## src/rtl/ycbcr_pkg.sv

```systemverilog
// Shared BT.601 full-range Q2.14 constants and types for the RGB<->YCbCr converters.
package ycbcr_pkg;

    localparam int unsigned Q_SHIFT = 14;
    localparam int          ROUND_K = 8192;

    localparam int K_YR  = 4899;
    localparam int K_YG  = 9617;
    localparam int K_YB  = 1868;
    localparam int K_CBR = -2765;
    localparam int K_CBG = -5427;
    localparam int K_CBB = 8192;
    localparam int K_CRR = 8192;
    localparam int K_CRG = -6860;
    localparam int K_CRB = -1332;

    typedef enum logic {
        PH_EVEN = 1'b0,
        PH_ODD  = 1'b1
    } phase_e;

    typedef struct packed {
        logic sof;
        logic eol;
    } side_t;

    // Mid-scale chroma offset pre-shifted into Q2.14.
    function automatic logic signed [31:0] chroma_offset(input int unsigned bw);
        return 32'sd1 <<< (bw - 1 + Q_SHIFT);
    endfunction

endpackage

```

## src/rtl/q14_round_clamp.sv

```systemverilog
// Rounds a signed Q2.14 accumulator to an integer pixel and clamps it to 0..2^BW-1.
module q14_round_clamp
    import ycbcr_pkg::*;
#(
    parameter int unsigned BW = 8
) (
    input  logic signed [31:0]   sum,
    output logic        [BW-1:0] value_c
);

    localparam int MAXV = (1 << BW) - 1;

    logic signed [31:0] rnd;

    always_comb begin
        rnd = (sum + ROUND_K) >>> Q_SHIFT;
        if (rnd < 0) begin
            value_c = '0;
        end else if (rnd > MAXV) begin
            value_c = BW'(MAXV);
        end else begin
            value_c = BW'(rnd);
        end
    end

endmodule

```

## src/rtl/rgb_to_ycbcr422.sv

```systemverilog
// RGB to co-sited YCbCr 4:2:2 converter: MAC, round/clamp, then chroma-phase pack.
module rgb_to_ycbcr422
    import ycbcr_pkg::*;
#(
    parameter int unsigned BW    = 8,
    parameter int unsigned COEFW = 16
) (
    input  logic          clk,
    input  logic          rstn,
    input  logic          valid_in,
    output logic          ready_in,
    input  logic          sof_in,
    input  logic          eol_in,
    input  logic [BW-1:0] R_in,
    input  logic [BW-1:0] G_in,
    input  logic [BW-1:0] B_in,
    output logic          valid_out,
    input  logic          ready_out,
    output logic          sof_out,
    output logic          eol_out,
    output logic [BW-1:0] Y_out,
    output logic [BW-1:0] C_out,
    output logic          c_is_cr
);

    localparam logic signed [31:0] C_OFS = chroma_offset(BW);

    // Coefficient quantised to COEFW bits, then sign-extended for a 32-bit product.
    function automatic logic signed [31:0] mac(input int k, input logic [BW-1:0] x);
        logic signed [COEFW-1:0] kq;
        kq = COEFW'(k);
        return 32'(kq) * $signed(32'(x));
    endfunction

    logic en;
    assign en       = !valid_out || ready_out;
    assign ready_in = en;

    // S1: multiply-accumulate
    logic               s1_valid;
    side_t              s1_side;
    logic signed [31:0] s1_y;
    logic signed [31:0] s1_cb;
    logic signed [31:0] s1_cr;

    always_ff @(posedge clk or negedge rstn) begin
        if (!rstn) begin
            s1_valid <= 1'b0;
            s1_side  <= '0;
            s1_y     <= '0;
            s1_cb    <= '0;
            s1_cr    <= '0;
        end else if (en) begin
            s1_valid <= valid_in;
            s1_side  <= '{sof: sof_in & valid_in, eol: eol_in & valid_in};
            if (valid_in) begin
                s1_y  <= mac(K_YR, R_in) + mac(K_YG, G_in) + mac(K_YB, B_in);
                s1_cb <= mac(K_CBR, R_in) + mac(K_CBG, G_in) + mac(K_CBB, B_in) + C_OFS;
                s1_cr <= mac(K_CRR, R_in) + mac(K_CRG, G_in) + mac(K_CRB, B_in) + C_OFS;
            end
        end
    end

    // S2: round and clamp
    logic [BW-1:0] y_c;
    logic [BW-1:0] cb_c;
    logic [BW-1:0] cr_c;

    q14_round_clamp #(.BW(BW)) u_rc_y  (.sum(s1_y),  .value_c(y_c));
    q14_round_clamp #(.BW(BW)) u_rc_cb (.sum(s1_cb), .value_c(cb_c));
    q14_round_clamp #(.BW(BW)) u_rc_cr (.sum(s1_cr), .value_c(cr_c));

    logic          s2_valid;
    side_t         s2_side;
    logic [BW-1:0] s2_y;
    logic [BW-1:0] s2_cb;
    logic [BW-1:0] s2_cr;

    always_ff @(posedge clk or negedge rstn) begin
        if (!rstn) begin
            s2_valid <= 1'b0;
            s2_side  <= '0;
            s2_y     <= '0;
            s2_cb    <= '0;
            s2_cr    <= '0;
        end else if (en) begin
            s2_valid <= s1_valid;
            s2_side  <= s1_side;
            if (s1_valid) begin
                s2_y  <= y_c;
                s2_cb <= cb_c;
                s2_cr <= cr_c;
            end
        end
    end

    // S3: chroma phase FSM; sof forces the even phase
    phase_e        phase_q;
    phase_e        phase_d;
    logic [BW-1:0] cr_hold;
    logic [BW-1:0] c_sel_c;
    logic          cis_c;
    logic          hold_ld_c;
    logic          adv_c;

    always_ff @(posedge clk or negedge rstn) begin
        if (!rstn) begin
            phase_q <= PH_EVEN;
        end else begin
            phase_q <= phase_d;
        end
    end

    always_comb begin
        phase_d   = phase_q;
        c_sel_c   = s2_cb;
        cis_c     = 1'b0;
        hold_ld_c = 1'b0;
        adv_c     = en && s2_valid;
        if (s2_side.sof || phase_q == PH_EVEN) begin
            hold_ld_c = adv_c;
            if (adv_c) begin
                phase_d = s2_side.eol ? PH_EVEN : PH_ODD;
            end
        end else begin
            c_sel_c = cr_hold;
            cis_c   = 1'b1;
            if (adv_c) begin
                phase_d = PH_EVEN;
            end
        end
    end

    always_ff @(posedge clk or negedge rstn) begin
        if (!rstn) begin
            valid_out <= 1'b0;
            sof_out   <= 1'b0;
            eol_out   <= 1'b0;
            Y_out     <= '0;
            C_out     <= '0;
            c_is_cr   <= 1'b0;
            cr_hold   <= '0;
        end else if (en) begin
            valid_out <= s2_valid;
            if (s2_valid) begin
                sof_out <= s2_side.sof;
                eol_out <= s2_side.eol;
                Y_out   <= s2_y;
                C_out   <= c_sel_c;
                c_is_cr <= cis_c;
            end
            if (hold_ld_c) begin
                cr_hold <= s2_cr;
            end
        end
    end

endmodule

```

## config.mk

```make
export PLATFORM = sky130hd
export DESIGN_NAME = rgb_to_ycbcr422
export DESIGN_NICKNAME = d
export VERILOG_FILES = /design/src/rtl/ycbcr_pkg.sv /design/src/rtl/q14_round_clamp.sv /design/src/rtl/rgb_to_ycbcr422.sv
export SDC_FILE = /design/constraint.sdc
export NUM_CORES = 1
export LEC_CHECK = 0
export BUFFER_PORTS_ARGS = -buffer_cell sky130_fd_sc_hd__buf_2
export CORE_MARGIN = 8
export CORE_UTILIZATION = 60
export DETAILED_ROUTE_END_ITERATION = 7
export PLACE_DENSITY = 0.87
export SLEW_MARGIN = 10
export SYNTH_ARGS = -nofsm -noshare
export SYNTH_HDL_FRONTEND = slang
export SYNTH_SLANG_ARGS = --single-unit
```

## constraint.sdc

```tcl
create_clock -name clk -period 2.7 [get_ports clk]
set_input_delay 0.27 -clock clk [delete_from_list [all_inputs] [get_ports clk]]
set_output_delay 0.27 -clock clk [all_outputs]
set_load 0.03 [all_outputs]
```

==> impl_metrics.toml <==
[clock_tree]
ctsLongestPathBuffers = 2
tritoncts = "built"
cts_made_buffers = 9
clock_tree.htree_level_count = 3
clk_pin_slew_ns = 0.08
worstSkewPairLatency_ns = 0.37
cts.sinks = 96
clk_root_buffer_cell = "clkbuf_16"

[detailed_routing]
dr_total_vias = 15600
first_pass_iters = 5
wl_per_cell_um = 21.4
postRouteAntennaNets = 0
detail_route.drc_violations = 0
routed_wl_um = 58100
drt-vias-per-instance = 5.74
detailedRoute.firstIterationViolations = 1085

[setup_path]
critical_path.max_stage_delay_ns = 0.56
reg2reg_from = "valid_out"
critPathMaxFanout = 3
timing.critical_path.required_ns = 2.98
worst_setup_path_start_kind = "input pin"
rr_worst_depth = 6
cp_slowest_cell = "fa_1"
setup.worst_path.end_class = "register"
criticalPathCategory = "input pin to register"
reg2reg_to = "s2_y[2]"
r2r_setup_slack_ns = 0.36
arrival_time_of_data_at_the_critical_path_endpoint_ns = 6.87

[timing]
slew_violations = 0
finalCriticalPeriod_ns = 6.59
max_slew_margin_pct = 45.1
worst_slew_pin_slew_ns = 0.817
final_min_period_over_clock_period_pct = 244
worst_hold_slack_ns = 0.159
setup_viol = 37
tns_ns = -112.43
finalHoldViolCount = 0
setup_ws_ns = -3.89
fmaxAchievable_mhz = 152
worst_clock_skew_ns = 0.0184
unrepaired_setup_endpoints_after_global_routing = "true"

[final_layout]
n_antenna_cell = 0
finalCoreUtilization_pct = 77.1
fillCellCount = 1748
final_nets = 2992
multiInputGateArea_um2 = 15800
syn2layout_area_growth_pct = 27.6
finish.instance_area_um2 = 24100
drive_gt1_share_pct = 29.1
layout.area.seq_um2 = 2400

[synth]
netlist.area_leader.share_pct = 31.3
synthTopCellsByArea = "fa_1 31%, ha_1 23%, dfrtp_1 13%"
mappedNetlistNets = 2581
synth-edff-count = 0
post_synth_num_cell_types = 65
synth_ff_type = "dfrtp_1"
syn_area_um2 = 18900
ys_seq_elements = 96
sequential_area_share_after_synthesis_pct = 12.7
synth-warning-count = 0
synthDominantAreaCellType = "fa_1"
synthesized_area_divided_by_synthesized_cell_count_um2 = 9.96
number_of_instances_in_the_synthesized_netlist = 1900
async_flop_share_pct = 100

[min_path]
hold-path-endpoint = "s1_side[0]"
worst_hold_path.num_cells = 3
min_from = "eol_in"
worst_hold_path_type = "input pin to register"

[place]
port-buffer-count = 50
globalplace.congestion = 0.965
postPlaceCellArea_um2 = 22900
hpwlAfterDp_um = 46500

[run_status]
failed_checks = "setup timing"
status = "finished with violations"

[die]
start_util_pct = 60.4
die_y_um = 194
num_io_pins = 51
die_area_um2 = 37500
coreArea_um2 = 31300
die_x_um = 194
num_rows = 65

[global_routing]
grt_pass1_vias = 17400
grt_ovf = 0
grt_util_all_layers_pct = 30.5
grt_first_pass_wirelength_um = 90500
grt_max_degree = 51
grt_antenna_before_repair = 0

[job]
cap_viol_max_count = 0
[metrics by stage]
step | setup slack, ns | std cells
4_1_cts | -3.85 | 2713
6_report | -3.89 | 2718
2_1_floorplan | -3.71 | 1900
3_5_place_dp | -4.36 | 2677
5_1_grt | -4.04 | 2718
3_3_place_gp | -4.18 | 2677
[metal layers]
metal / global-route usage, % / up-vias / wire, um
li1: - / 6858 / -
met1: 34.5 / 7753 / 21000
met2: 53.4 / 730 / 28400
met3: 4.81 / 259 / 4100
met4: 19.5 / 0 / 4540
met5: 0 / - / 0
[logic make-up (layout without fill, tap and decap cells)]
kind of cell               after synthesis  in the layout  share of synthesized area, %
buffers and inverters                  519            935                          10.3
xor gates and xnor gates               110            110                          5.09
DFF                                     96             96                          12.7
adders and majority gates              651            651                          54.8
and+or+nand+nor                        239            239                          6.03
AOI/OAI and AO/OA                      250            250                          9.03
muxes                                   35             35                          2.04
[worst max-delay path: cells and delay by family]
kind,cells,cell delay (ns)
adder cells (fa/ha/maj),10,4.07
AO/OA/AOI/OAI,9,1.42
buffers and inverters,7,0.45
AND/OR/NAND/NOR,2,0.43
XOR/XNOR,1,0.22
[layout by cell type (no fill, tap or decap), types with 23 or more instances in the layout]
master	Yosys	layout
inv_1	498	462
a21oi_1	60	40
ha_4	0	46
a21o_1	40	39
xnor2_1	64	54
nand2_1	85	82
mux2_2	24	23
o21ai_0	51	28
nor2_1	42	38
dfrtp_1	96	96
nand3_1	30	28
buf_4	0	353
ha_1	355	300
buf_2	0	34
fa_1	296	281
xor2_1	46	39
inv_2	0	30
[how the worst max path moves through the flow]
| stage | from | endpoint | slack [ns] | cells after the start |
|---|---|---|---|---|
| after floorplan | B_in[5] | s1_y[22] | -3.71 | 27 |
| after global placement | B_in[6] | s1_y[22] | -4.18 | 29 |
| after detailed placement | B_in[6] | s1_y[22] | -4.36 | 28 |
| after CTS | B_in[5] | s1_y[22] | -3.85 | 28 |
| after global routing | B_in[7] | s1_y[22] | -4.04 | 30 |
| final | B_in[5] | s1_y[21] | -3.89 | 29 |
[flip-flops by register name (all words and copies together) (netlist names)]
name and flops:
s2_cb 8, s1_valid 1, s2_valid 1, Y_out 8
s1_side 2, s1_cb 13, s2_side 2, C_out 8
s2_cr 8, cr_hold 8, sof_out 1, c_is_cr 1
phase_q 1, s1_cr 13, s2_y 8, valid_out 1
s1_y 11, eol_out 1
[cell type report]
type | instances | area share, %
tap | 402 | 2.08
sequential | 96 | 9.95
inverter | 498 | 7.83
clock inverter | 7 | 0.337
multi-input combinational | 1285 | 65.3
timing repair buffer | 421 | 13.6
clock buffer | 9 | 0.933
[what timing repair did]
| item | in CTS | in global routing |
|---|---|---|
| hold buffers | 1 | 0 |
| resized for setup | 116 | 61 |
| pin swaps | 73 | 29 |
| endpoints found under the hold margin | 46 | 0 |
| buffers inserted | 22 | 5 |
| endpoints found under the setup margin | 37 | 37 |
[cells in the mapped netlist, types with 2 or more instances]
cell and number:
and2_1 7, dfrtp_1 96, and3_1 11, nor3_1 15
o21a_1 8, ha_1 355, clkbuf_1 19, a21oi_1 60
nor2_1 42, a211o_1 2, or2_2 11, a21o_1 40
xnor2_1 64, o21ai_0 51, o41ai_1 2, a41oi_1 2
mux2i_1 10, mux2_2 24, xor2_1 46, nand3_1 30
o31ai_1 10, nand2b_1 6, and4_1 3, a2111oi_2 2
a31o_2 5, inv_1 498, o41ai_2 2, nor2b_1 11
nand4b_1 2, fa_1 296, nand4_1 6, buf_1 2
a311o_1 2, a211oi_1 26, or3_1 5, a311oi_1 2
nand2_1 85, o21bai_1 8, a31oi_1 7, nand3b_1 2
Power is left out: the tool's default activity adds up to more than one toggle a clock period on the data nets, which glitch-free logic cannot reach.
